==> config.mk <==
export PLATFORM = sky130hd
export DESIGN_NAME = spike_isi_logger
export DESIGN_NICKNAME = d
export VERILOG_FILES = /design/src/rtl/spike_isi_logger_pkg.sv /design/src/rtl/spike_evt_fifo.sv /design/src/rtl/spike_isi_logger.sv
export SDC_FILE = /design/constraint.sdc
export NUM_CORES = 1
export LEC_CHECK = 0
export BUFFER_PORTS_ARGS = -buffer_cell sky130_fd_sc_hd__buf_2
export CORE_ASPECT_RATIO = 0.8
export CORE_MARGIN = 1.5
export CORE_UTILIZATION = 59
export DETAILED_ROUTE_END_ITERATION = 10
export PLACE_DENSITY = 0.85
export RECOVER_POWER = 100
export SLEW_MARGIN = 20
export SYNTH_ARGS = -nofsm -noshare
export SYNTH_HDL_FRONTEND = slang
export SYNTH_HIERARCHICAL = 1
export SYNTH_SLANG_ARGS = --single-unit
export TNS_END_PERCENT = 50
==> constraint.sdc <==
create_clock -name clk -period 3.1 [get_ports clk]
set_input_delay 0.155 -clock clk [delete_from_list [all_inputs] [get_ports clk]]
set_output_delay 0.155 -clock clk [all_outputs]
set_load 0.02 [all_outputs]
==> src/rtl/spike_isi_logger_pkg.sv <==
// Shared constants, event-entry type and saturating helper for the spike ISI logger.
// Build option THETA_TAG_EN adds an 8-bit threshold tag to every logged entry.
package spike_isi_logger_pkg;

    localparam int unsigned IsiWDefault = 8;
    localparam int unsigned RateW       = 8;
    localparam int unsigned ThetaW      = 8;

`ifdef THETA_TAG_EN
    localparam int unsigned TagW = ThetaW;

    typedef struct packed {
        logic [ThetaW-1:0]      theta;
        logic [IsiWDefault-1:0] isi;
    } evt_entry_t;
`else
    localparam int unsigned TagW = 0;

    typedef struct packed {
        logic [IsiWDefault-1:0] isi;
    } evt_entry_t;
`endif

    function automatic logic [RateW-1:0] sat_inc(input logic [RateW-1:0] v, input logic inc);
        return (inc && (v != {RateW{1'b1}})) ? v + RateW'(1) : v;
    endfunction

endpackage

==> src/rtl/spike_evt_fifo.sv <==
// Synchronous FIFO holding logged spike events; extra pointer bit separates full from empty.
module spike_evt_fifo #(
    parameter int unsigned Width = 8,
    parameter int unsigned Depth = 4
) (
    input  logic             clk,
    input  logic             rst,
    input  logic             push_i,
    input  logic             pop_i,
    input  logic [Width-1:0] data_i,
    output logic [Width-1:0] data_o,
    output logic             full_o,
    output logic             empty_o
);

    localparam int unsigned AddrW = $clog2(Depth);

    logic [AddrW:0]   wr_ptr_q, wr_ptr_d;
    logic [AddrW:0]   rd_ptr_q, rd_ptr_d;
    logic [Width-1:0] mem_q [Depth];
    logic             push_en, pop_en;

    assign empty_o = (wr_ptr_q == rd_ptr_q);
    assign full_o  = (wr_ptr_q[AddrW] != rd_ptr_q[AddrW]) &&
                     (wr_ptr_q[AddrW-1:0] == rd_ptr_q[AddrW-1:0]);

    // A pop frees a slot in the same cycle, so a push into a full FIFO is accepted then.
    assign pop_en  = pop_i & ~empty_o;
    assign push_en = push_i & (~full_o | pop_en);

    always_comb begin
        wr_ptr_d = wr_ptr_q;
        rd_ptr_d = rd_ptr_q;
        if (push_en) wr_ptr_d = wr_ptr_q + (AddrW+1)'(1);
        if (pop_en)  rd_ptr_d = rd_ptr_q + (AddrW+1)'(1);
    end

    always_ff @(posedge clk) begin
        if (rst) begin
            wr_ptr_q <= '0;
            rd_ptr_q <= '0;
        end else begin
            wr_ptr_q <= wr_ptr_d;
            rd_ptr_q <= rd_ptr_d;
        end
    end

    always_ff @(posedge clk) begin
        if (push_en) mem_q[wr_ptr_q[AddrW-1:0]] <= data_i;
    end

    assign data_o = empty_o ? '0 : mem_q[rd_ptr_q[AddrW-1:0]];

endmodule

==> src/rtl/spike_isi_logger.sv <==
// Spike edge detector, saturating ISI counter, event FIFO and windowed rate counter.
// Build option THETA_TAG_EN adds theta_in and tags each logged ISI with it.
module spike_isi_logger
    import spike_isi_logger_pkg::*;
#(
    parameter int unsigned ISI_W      = IsiWDefault,
    parameter int unsigned FIFO_DEPTH = 4,
    parameter int unsigned WINDOW     = 256
) (
    input  logic                  clk,
    input  logic                  rst,
    input  logic                  ena,
    input  logic                  spike_in,
`ifdef THETA_TAG_EN
    input  logic [ThetaW-1:0]     theta_in,
`endif
    output logic                  ev_valid,
    input  logic                  ev_ready,
    output logic [ISI_W+TagW-1:0] ev_data,
    output logic                  ev_overflow,
    input  logic                  ovf_clr,
    output logic [RateW-1:0]      rate_count,
    output logic                  rate_valid
);

    localparam int unsigned     EntryW  = ISI_W + TagW;
    localparam int unsigned     WinW    = $clog2(WINDOW);
    localparam logic [WinW-1:0] WinLast = WinW'(WINDOW - 1);

    logic              spike_q, spike_d;
    logic [ISI_W-1:0]  isi_cnt_q, isi_cnt_d;
    logic              ovf_q, ovf_d;
    logic [WinW-1:0]   win_cnt_q, win_cnt_d;
    logic [RateW-1:0]  spk_cnt_q, spk_cnt_d;
    logic [RateW-1:0]  rate_count_q, rate_count_d;
    logic              rate_valid_q, rate_valid_d;
    logic              evt, pop, full, empty, drop;
    logic [EntryW-1:0] entry;

    assign evt      = ena & spike_in & ~spike_q;
    assign ev_valid = ~empty;
    assign pop      = ev_valid & ev_ready;
    assign drop     = evt & full & ~pop;

`ifdef THETA_TAG_EN
    assign entry = {theta_in, isi_cnt_q};
`else
    assign entry = isi_cnt_q;
`endif

    always_comb begin
        spike_d   = ena ? spike_in : spike_q;
        isi_cnt_d = isi_cnt_q;
        if (evt) begin
            isi_cnt_d = ISI_W'(1);
        end else if (ena && (isi_cnt_q != {ISI_W{1'b1}})) begin
            isi_cnt_d = isi_cnt_q + ISI_W'(1);
        end
        // Setting wins over a same-cycle clear so a drop is never missed.
        ovf_d = drop ? 1'b1 : (ovf_clr ? 1'b0 : ovf_q);
    end

    always_comb begin
        win_cnt_d    = win_cnt_q;
        spk_cnt_d    = spk_cnt_q;
        rate_count_d = rate_count_q;
        rate_valid_d = 1'b0;
        if (ena) begin
            if (win_cnt_q == WinLast) begin
                rate_count_d = sat_inc(spk_cnt_q, evt);
                rate_valid_d = 1'b1;
                win_cnt_d    = '0;
                spk_cnt_d    = '0;
            end else begin
                win_cnt_d = win_cnt_q + WinW'(1);
                spk_cnt_d = sat_inc(spk_cnt_q, evt);
            end
        end
    end

    always_ff @(posedge clk) begin
        if (rst) begin
            spike_q      <= 1'b0;
            isi_cnt_q    <= '0;
            ovf_q        <= 1'b0;
            win_cnt_q    <= '0;
            spk_cnt_q    <= '0;
            rate_count_q <= '0;
            rate_valid_q <= 1'b0;
        end else begin
            spike_q      <= spike_d;
            isi_cnt_q    <= isi_cnt_d;
            ovf_q        <= ovf_d;
            win_cnt_q    <= win_cnt_d;
            spk_cnt_q    <= spk_cnt_d;
            rate_count_q <= rate_count_d;
            rate_valid_q <= rate_valid_d;
        end
    end

    spike_evt_fifo #(
        .Width (EntryW),
        .Depth (FIFO_DEPTH)
    ) u_fifo (
        .clk     (clk),
        .rst     (rst),
        .push_i  (evt),
        .pop_i   (pop),
        .data_i  (entry),
        .data_o  (ev_data),
        .full_o  (full),
        .empty_o (empty)
    );

    assign ev_overflow = ovf_q;
    assign rate_count  = rate_count_q;
    assign rate_valid  = rate_valid_q;

endmodule

* Word-level counts from Yosys, hierarchy flattened
Memories as Yosys holds them, arrays and structs flattened. A register that Yosys moved wholly into a read port is not among the register bits.
Cells that the tools add are included.
** Operators by class
- Add/sub/neg operators :: 5
- Equal/unequal tests :: 6
- Mux-type cells :: 13
- Bitwise gates (word level) :: 13
- Reductions and logical operators :: 8
** Operators with widths (number)
- 8-bit 2-to-1 mux :: 4
- 8-bit by 1-bit adder with 8-bit output (second input constant) :: 3
- 8-bit inequality test (second input constant) :: 2
- 8-bit equality test (second input constant) :: 1
- 1-bit bitwise AND :: 7
- 1-bit 2-to-1 mux :: 7
- 3-bit by 1-bit adder with 3-bit output (second input constant) :: 2
- 1-bit NOT :: 5
- 2-bit 2-to-1 mux :: 2
- 2-bit nonzero test :: 2
- 2-bit OR reduction :: 2
- 3-bit equality test :: 1
- 1-bit logical AND :: 3
- 2-bit equality test :: 1
- 2-bit AND reduction :: 1
- 1-bit inequality test :: 1
- 1-bit OR :: 1
** Word-level totals
- Register bits after elaboration :: 41
- Bits in writable memories :: 32
- Input bits :: 6
- Output and inout bits :: 19
- Word-level logic and storage cells :: 56
- Memories kept :: 1
** Memory list
- u_fifo.mem_q :: depth 4, bits a word 8, read ports 1, clocked after memory_dff 1, write ports 1, line spike_evt_fifo.sv:20 : logic [Width-1:0] mem_q [Depth];

* Logic depth before layout (Yosys ltp)
Gate-level depths: netlist of run 1.
- Depth in word-level cells :: 8
- Depth in mapped cells :: 6
- Depth with buffers taken out :: 6

* Hierarchy
Netlist of run 1, hierarchy kept.
** By module, submodules not included
- spike_isi_logger :: instances 1, cells each 180, area an instance 1726.7 sq um, sequential area each 700.7 sq um
- spike_evt_fifo :: instances 1, cells each 104, area an instance 1707.9 sq um, sequential area each 1121.1 sq um

* Worst setup path after synthesis of run 1
No wires, ideal clock.
- Path kind :: register -> register
- Start point :: register u_fifo.wr_ptr_q[0]
- End point :: register u_fifo.wr_ptr_q[2]
- Setup time :: 0.121 ns
- Arrival time :: 2.072 ns
- Data required time :: 2.979 ns
- Path slack :: 0.907 ns
- Stages on the path, launching flop included :: 7
- Buffers on the path :: 0
- Period minus slack after synthesis :: 2.193 ns
- Cells stage by stage :: dfxtp_1 -> xor2_1 -> nor3_2 -> nor2b_1 -> inv_1 -> a41oi_1 -> mux2_2
** Between the ends
- Word-level cells in the longest chain between the ends :: 6
- Elaborated cells between the ends (all ways) :: 10
- Those cells by class :: add/sub (1); eq/ne (2); bitwise (6); reduce/logical (1)
** RTL lines
- start: declaration :: line spike_evt_fifo.sv:18 : logic [AddrW:0] wr_ptr_q, wr_ptr_d;
- start signal: assignment :: line spike_evt_fifo.sv:43 : wr_ptr_q <= wr_ptr_d;
- 3-bit equality test :: line spike_evt_fifo.sv:23 : assign empty_o = (wr_ptr_q == rd_ptr_q);
- named net empty :: line spike_isi_logger.sv:37 : logic evt, pop, full, empty, drop;
- 1-bit NOT :: line spike_isi_logger.sv:41 : assign ev_valid = ~empty;
- 1-bit bitwise AND :: line spike_isi_logger.sv:42 : assign pop = ev_valid & ev_ready;
- named net pop :: line spike_isi_logger.sv:37
- 1-bit bitwise AND :: line spike_evt_fifo.sv:28 : assign pop_en = pop_i & ~empty_o;
- 1-bit OR :: line spike_evt_fifo.sv:29 : assign push_en = push_i & (~full_o | pop_en);
- 1-bit bitwise AND :: line spike_evt_fifo.sv:29
The timed path passes the listed nets, and every way through them passes these cells.
A chain may end at the register's enable or synchronous reset.

* Worst setup path in the final report of run 1
- Start point :: register u_fifo.wr_ptr_q[0]
- End point :: memory u_fifo.mem_q[1][7], enable pin
** Between the ends
- Word-level cells in the longest chain between the ends :: 8
- Elaborated cells between the ends (all ways) :: 11
- Those cells by class :: eq/ne (2); mux (2); bitwise (6); reduce/logical (1)
** RTL lines
- 3-bit equality test :: line spike_evt_fifo.sv:23
- named net empty :: line spike_isi_logger.sv:37
- 1-bit NOT :: line spike_isi_logger.sv:41
- 1-bit bitwise AND :: line spike_isi_logger.sv:42
- named net pop :: line spike_isi_logger.sv:37
- 1-bit bitwise AND :: line spike_evt_fifo.sv:28
- 1-bit OR :: line spike_evt_fifo.sv:29
- 1-bit bitwise AND :: line spike_evt_fifo.sv:29
- 1-bit 2-to-1 mux :: line spike_evt_fifo.sv:49 : if (push_en) mem_q[wr_ptr_q[AddrW-1:0]] <= data_i;
- 1-bit 2-to-1 mux (implied by the code) :: line spike_evt_fifo.sv:49
- end: declaration :: line spike_evt_fifo.sv:20
The timed path passes the listed nets, and every way through them passes these cells.

==> results.json, run 1 <==
{
  "outcome": "complete, no violations",
  "grt_pass1_vias": 2286,
  "viasPerCell": 5.90,
  "rrSetupSlack_ns": 0.28,
  "holdPathStages": 4,
  "startpoint": "u_fifo/wr_ptr_q[0]",
  "postCtsResizedCells": 0,
  "htree_levels": 3,
  "cts_buffer_depth": 2,
  "clock-sinks": 75,
  "track_usage_pct": 23.9,
  "cts_buffers": 9,
  "portBuffers": 24,
  "gp_routability_congestion": 0.819,
  "vias": 2325,
  "post_cts_buffers": 0,
  "setup_tns_ns": 0,
  "area_delta_synth_final_pct": 9.65,
  "crit_chain": "xor2_1 > nor3_2 > nor2b_1 > o41a_1 > and2_0",
  "ys_ff_latch": 75,
  "drtIter0Drc": 124,
  "grt_max_degree": 35,
  "synthTopCellsByArea": "edfxtp_1 28%, dfxtp_1 25%, mux4_2 5.2%, ha_1 2.9%, mux2i_1 2.6%",
  "synth_area_sq_mm": 0.00343,
  "cts_tree": "yes",
  "overflow": 0,
  "r2r_start": "u_fifo/wr_ptr_q[0]",
  "yosysUniqueCellTypes": 58,
  "yosysTopAreaCell": "edfxtp_1",
  "die_x_um": 88.3,
  "crit_family": "simple AND/OR/NAND/NOR gates",
  "synthFlopType": "dfxtp_1",
  "p_per_area_mw_per_mm2": 556,
  "ant_nets": 0,
  "rows": 24,
  "startpoint_type": "flip-flop",
  "yosysWarnings": 6,
  "fin_crit_ns": 2.82,
  "remaining_drc_errors": 0,
  "setup_viol": 0,
  "synth_top_area_share_pct": 28.0,
  "antenna_found_initial": 0,
  "rsz0062_at_grt": "false",
  "ir_worst_vdd_uv": 292,
  "path_clk_slew_ns": 0.07,
  "arrival_ns": 2.84,
  "die_h_um": 71.2,
  "crit_path_end": "u_fifo/mem_q[1][7]",
  "first_pass_iters": 4,
  "synth_cells": 284,
  "dp_hpwl_mm": 4.67,
  "synth_nets": 298,
  "drive_gt1_share_pct": 11.4,
  "ios": 25,
  "clock_latency_ns": 0.35,
  "maxCapViolations": 0,
  "fin_crit_sh_pct": 91.1,
  "async_flop_share_pct": 0,
  "path_class": "flip-flop to flip-flop",
  "tightest_slew_ns": 0.885,
  "start_util_pct": 62.2,
  "maxSlewHeadroom_pct": 39.5,
  "reg2regPathDepth": 5,
  "critical_path.max_stage_delay_ns": 0.66,
  "crit_required_ns": 3.12,
  "leakage_uw": 0.00135,
  "maxSlewViolCount": 0,
  "final_net_count": 325,
  "wl_mm": 6.78,
  "syn_area_per_cell_sq_um": 12.1,
  "max_freq_ghz": 0.354,
  "fin_skew_ns": 0.0110,
  "synth_edf_count": 32,
  "ys_seq_area_share_pct": 53.0,
  "crit_fanout": 11,
  "core_area_sq_mm": 0.00553,
  "root_buffer": "clkbuf_8",
  "diodes": 0,
  "rr_endpoint": "u_fifo/mem_q[1][7]",
  "crit_cells": 5,
  "grt_pass1_wl_mm": 11.1,
  "worst_setup_path_end_kind": "flip-flop",
  "ctsHoldBuffers": 0,
  "wl_per_cell_um": 17.2,
  "finalHoldViolCount": 0,
  "layout_common_cells": "43 x dfxtp_1, 32 x edfxtp_1, 20 x clkbuf_1",
  "cp_slowest_cell": "nor3_2",
  "crit_buf_inv": 0,
  "worstHoldPathType": "input port to flip-flop",
  "final_common_cell": "dfxtp_1",
  "timing.hold.ws_ns": 0.104,
  "dieArea_sq_mm": 0.00629
}
## final cells by class
class | count | area, sq um
Clock buffer | 9 | 124
Clock inverter | 7 | 115
Fill cell | 429 | 1760
Inverter | 13 | 50.0
Multi-Input combinational cell | 187 | 1460
Sequential cell | 75 | 1820
Tap cell | 78 | 97.6
Timing Repair Buffer | 25 | 100
## report_power, final
part	leakage, uW	switching [uW]	internal [uW]
clock	0.000117	357	533
combinational	0.000571	90.6	49.6
sequential	0.000662	20.7	1040
## worst min path at each step
stage                        startpoint             to
final                           ovf_clr    ev_overflow
after global routing            ovf_clr    ev_overflow
after CTS                       ovf_clr    ev_overflow
after detailed placement  rate_count[7]  rate_count[7]
after global placement          ovf_clr    ev_overflow
after floorplan                spike_in        spike_q
## cell families after synthesis
family | count (synthesis) | synth area share, %
mux | 21 | 9.29
flops | 75 | 53.0
xor+xnor | 19 | 4.85
buf+inv | 22 | 2.88
compound gates | 47 | 11.2
fa+ha+maj | 8 | 2.91
simple gates | 92 | 15.8
## synthesized netlist by cell type, types with 2 or more instances
master and n:
dfxtp_1 43, and2_1 3, mux4_2 8, and4_1 3
a311oi_1 3, mux2_2 3, nor2_1 16, ha_1 8
nor3_1 4, nand4_1 4, nand2b_1 5, xor2_1 10
o21ai_0 5, o2bb2ai_1 3, a31oi_1 4, edfxtp_1 32
a22o_1 5, inv_2 2, nor2b_1 12, a41oi_1 2
a21oi_1 9, xnor2_1 9, or3_1 5, nand3_1 6
inv_1 10, a211oi_1 2, buf_2 2, mux2i_1 9
o32ai_1 2, a2111oi_4 2, clkbuf_1 4, nand3b_1 4
nand2_1 18, and3_1 3
## worst reg2reg max path: cells and delay by family, from the launching register on
kind	cells	cell delay (ns)
AOI/OAI and AO/OA	1	0.59
xor gates and xnor gates	1	0.16
DFF	1	0.45
and+or+nand+nor	3	1.31
## registers in the layout, indices dropped and copies added (netlist names), named ones only
| register | count |
|---|---|
| entry | 8 |
| ev_overflow | 1 |
| rate_count | 8 |
| rate_valid | 1 |
| spike_q | 1 |
| spk_cnt_q | 8 |
| u_fifo/mem_q | 32 |
| u_fifo/rd_ptr_q | 3 |
| u_fifo/wr_ptr_q | 3 |
| win_cnt_q | 8 |
## metal layers
layer / track usage, % / part of all wire, % / vias up / wire length (um)
met1: 32.0 / 45 / 1156 / 3080
met4: 9.20 / 1.6 / 0 / 110
met2: 37.9 / 49 / 46 / 3300
met3: 6.11 / 4.2 / 10 / 282
li1: - / - / 1113 / -
met5: 0 / 0 / - / 0
## through the flow
stage	instance area (sq um)	util (%)	cells	power (uW)	worst slack, ns
after floorplan	3430	-	284	1190	0.907
after global placement	3610	65.4	378	1220	0.590
after detailed placement	3610	65.4	378	1230	0.408
after CTS	3850	69.7	394	2110	0.407
after global routing	3770	68.2	394	2160	0.183
final	3770	68.2	394	2090	0.275
No activity file was read; power rests on OpenSTA's default activity.
==> run 2: changes to the inputs <==
- CORE_UTILIZATION: 59 -> 48
- CTS_BUF_LIST: default -> sky130_fd_sc_hd__clkbuf_4 sky130_fd_sc_hd__clkbuf_8 sky130_fd_sc_hd__clkbuf_16
- PLACE_DENSITY: 0.85 -> 0.73
==> run 2 against run 1 <==
Worst setup slack improved by 0.089 ns. Count of clock-buffer cells in the layout is the same. Routed wire length is 8.9% lower. Sequential power barely moved. Largest power group unchanged.
==> results.json, run 2 (synthesis gave the netlist of run 1 again) <==
{
  "die_x_um": 97.6,
  "r2r_start": "u_fifo/wr_ptr_q[0]",
  "final_area_sq_mm": 0.00374,
  "leakage_uw": 0.00132,
  "setup_tns_ns": 0,
  "final_net_count": 325,
  "layout_common_cells": "43 x dfxtp_1, 32 x edfxtp_1, 20 x clkbuf_1",
  "remaining_drc_errors": 0,
  "rr_endpoint": "u_fifo/mem_q[1][2]",
  "portBuffers": 24,
  "fin_util_pct": 54.2,
  "tightest_slew_ns": 0.819,
  "rrSetupSlack_ns": 0.36,
  "grt_pass1_vias": 2149,
  "area_delta_synth_final_pct": 8.78,
  "fin_crit_sh_pct": 88.2,
  "core_area_sq_mm": 0.00689,
  "setup_viol": 0,
  "reg2regPathDepth": 5,
  "maxSlewHeadroom_pct": 44.0,
  "fin_crit_ns": 2.74,
  "vias": 2268,
  "diodes": 0,
  "viasPerCell": 5.63,
  "fillCellCount": 623,
  "crit_fanout": 11,
  "ios": 25,
  "crit_family": "simple AND/OR/NAND/NOR gates",
  "dp_hpwl_mm": 4.20,
  "ir_worst_vdd_uv": 293,
  "critical_path.max_stage_delay_ns": 0.63,
  "fin_skew_ns": 0.00514,
  "outcome": "complete, no violations",
  "crit_cells": 5,
  "cts_buffer_depth": 2,
  "worst_setup_path_end_kind": "flip-flop",
  "postCtsResizedCells": 0,
  "wl_mm": 6.17,
  "regArea_sq_mm": 0.00182,
  "dieArea_sq_mm": 0.00768,
  "place_area_sq_mm": 0.00362,
  "root_buffer": "clkbuf_8",
  "worstHoldPathType": "input port to flip-flop",
  "die_h_um": 78.7,
  "final_cells": 403,
  "crit_buf_inv": 0,
  "max_freq_ghz": 0.366,
  "startpoint_type": "flip-flop",
  "crit_required_ns": 3.13,
  "path_class": "flip-flop to flip-flop",
  "wl_per_cell_um": 15.3,
  "grt_max_degree": 35,
  "overflow": 0,
  "startpoint": "u_fifo/wr_ptr_q[0]",
  "gp_routability_congestion": 0.832,
  "first_pass_iters": 4,
  "cp_slowest_cell": "nor3_2",
  "clock-sinks": 75,
  "post_cts_buffers": 0,
  "maxCapViolations": 0,
  "maxSlewViolCount": 0,
  "path_clk_slew_ns": 0.08,
  "cts_tree": "yes",
  "min-delay-start": "ovf_clr",
  "dp.cells": 387,
  "grt_pass1_wl_mm": 10.4,
  "drive_gt1_share_pct": 11.7,
  "cts_buffers": 9,
  "antenna_found_initial": 0,
  "p_per_area_mw_per_mm2": 512,
  "crit_path_end": "u_fifo/mem_q[1][2]",
  "arrival_ns": 2.76,
  "multi_input_area_sq_mm": 0.00146,
  "htree_levels": 3,
  "ctsHoldBuffers": 0,
  "drtIter0Drc": 136,
  "start_util_pct": 49.8,
  "largest_reg_flops": 32,
  "p_total_uw": 1910,
  "final_common_cell": "dfxtp_1",
  "finalHoldViolCount": 0,
  "rows": 27,
  "clock_latency_ns": 0.35,
  "crit_chain": "xor2_1 > nor3_2 > nor2b_1 > o41a_1 > and2_0",
  "rsz0062_at_grt": "false",
  "ant_nets": 0,
  "track_usage_pct": 17.3
}
run 2: report_power, final:
group	switching [uW]	total [uW]	internal [uW]
registers	18.2	1060	1040
logic	87.3	137	49.4
clock network	404	714	311
run 2: worst reg2reg max path, stage by stage, from the launching register on:
cell and delay (ns):
dfxtp_1 0.46, xor2_1 0.15, nor3_2 0.63, nor2b_1 0.23, o41a_1 0.55, and2_0 0.39
run 2: area by class of cell:
class,count,area share (%)
repair buffers,25,2.68
well taps,87,2.91
multi-input cells,187,39.1
clock inverters,7,1.88
clock buffers,9,3.32
flip-flops and latches,75,48.8
inverters,13,1.34
run 2: how the worst min path moves through the flow:
stage | slack, ns | cells after the start | to
2_1_floorplan | 0.30 | 2 | spike_q
3_3_place_gp | 0.45 | 1 | rate_count[7]
3_5_place_dp | 0.45 | 1 | rate_count[7]
4_1_cts | 0.09 | 4 | ev_overflow
5_1_grt | 0.13 | 3 | spike_q
6_report | 0.1 | 4 | ev_overflow
run 2: stage by stage:
step | setup slack [ns] | hold slack (ns)
2_1_floorplan | 0.907 | 0.302
3_3_place_gp | 0.570 | 0.445
3_5_place_dp | 0.410 | 0.447
4_1_cts | 0.396 | 0.0902
5_1_grt | 0.159 | 0.126
6_report | 0.365 | 0.0986
run 2: layer usage:
layer / track usage (%) / vias up / wire [um]
met5: 0 / - / 0
met2: 26.7 / 43 / 2800
met1: 23.5 / 1106 / 3070
li1: - / 1114 / -
met3: 5.08 / 5 / 250
met4: 5.57 / 0 / 53
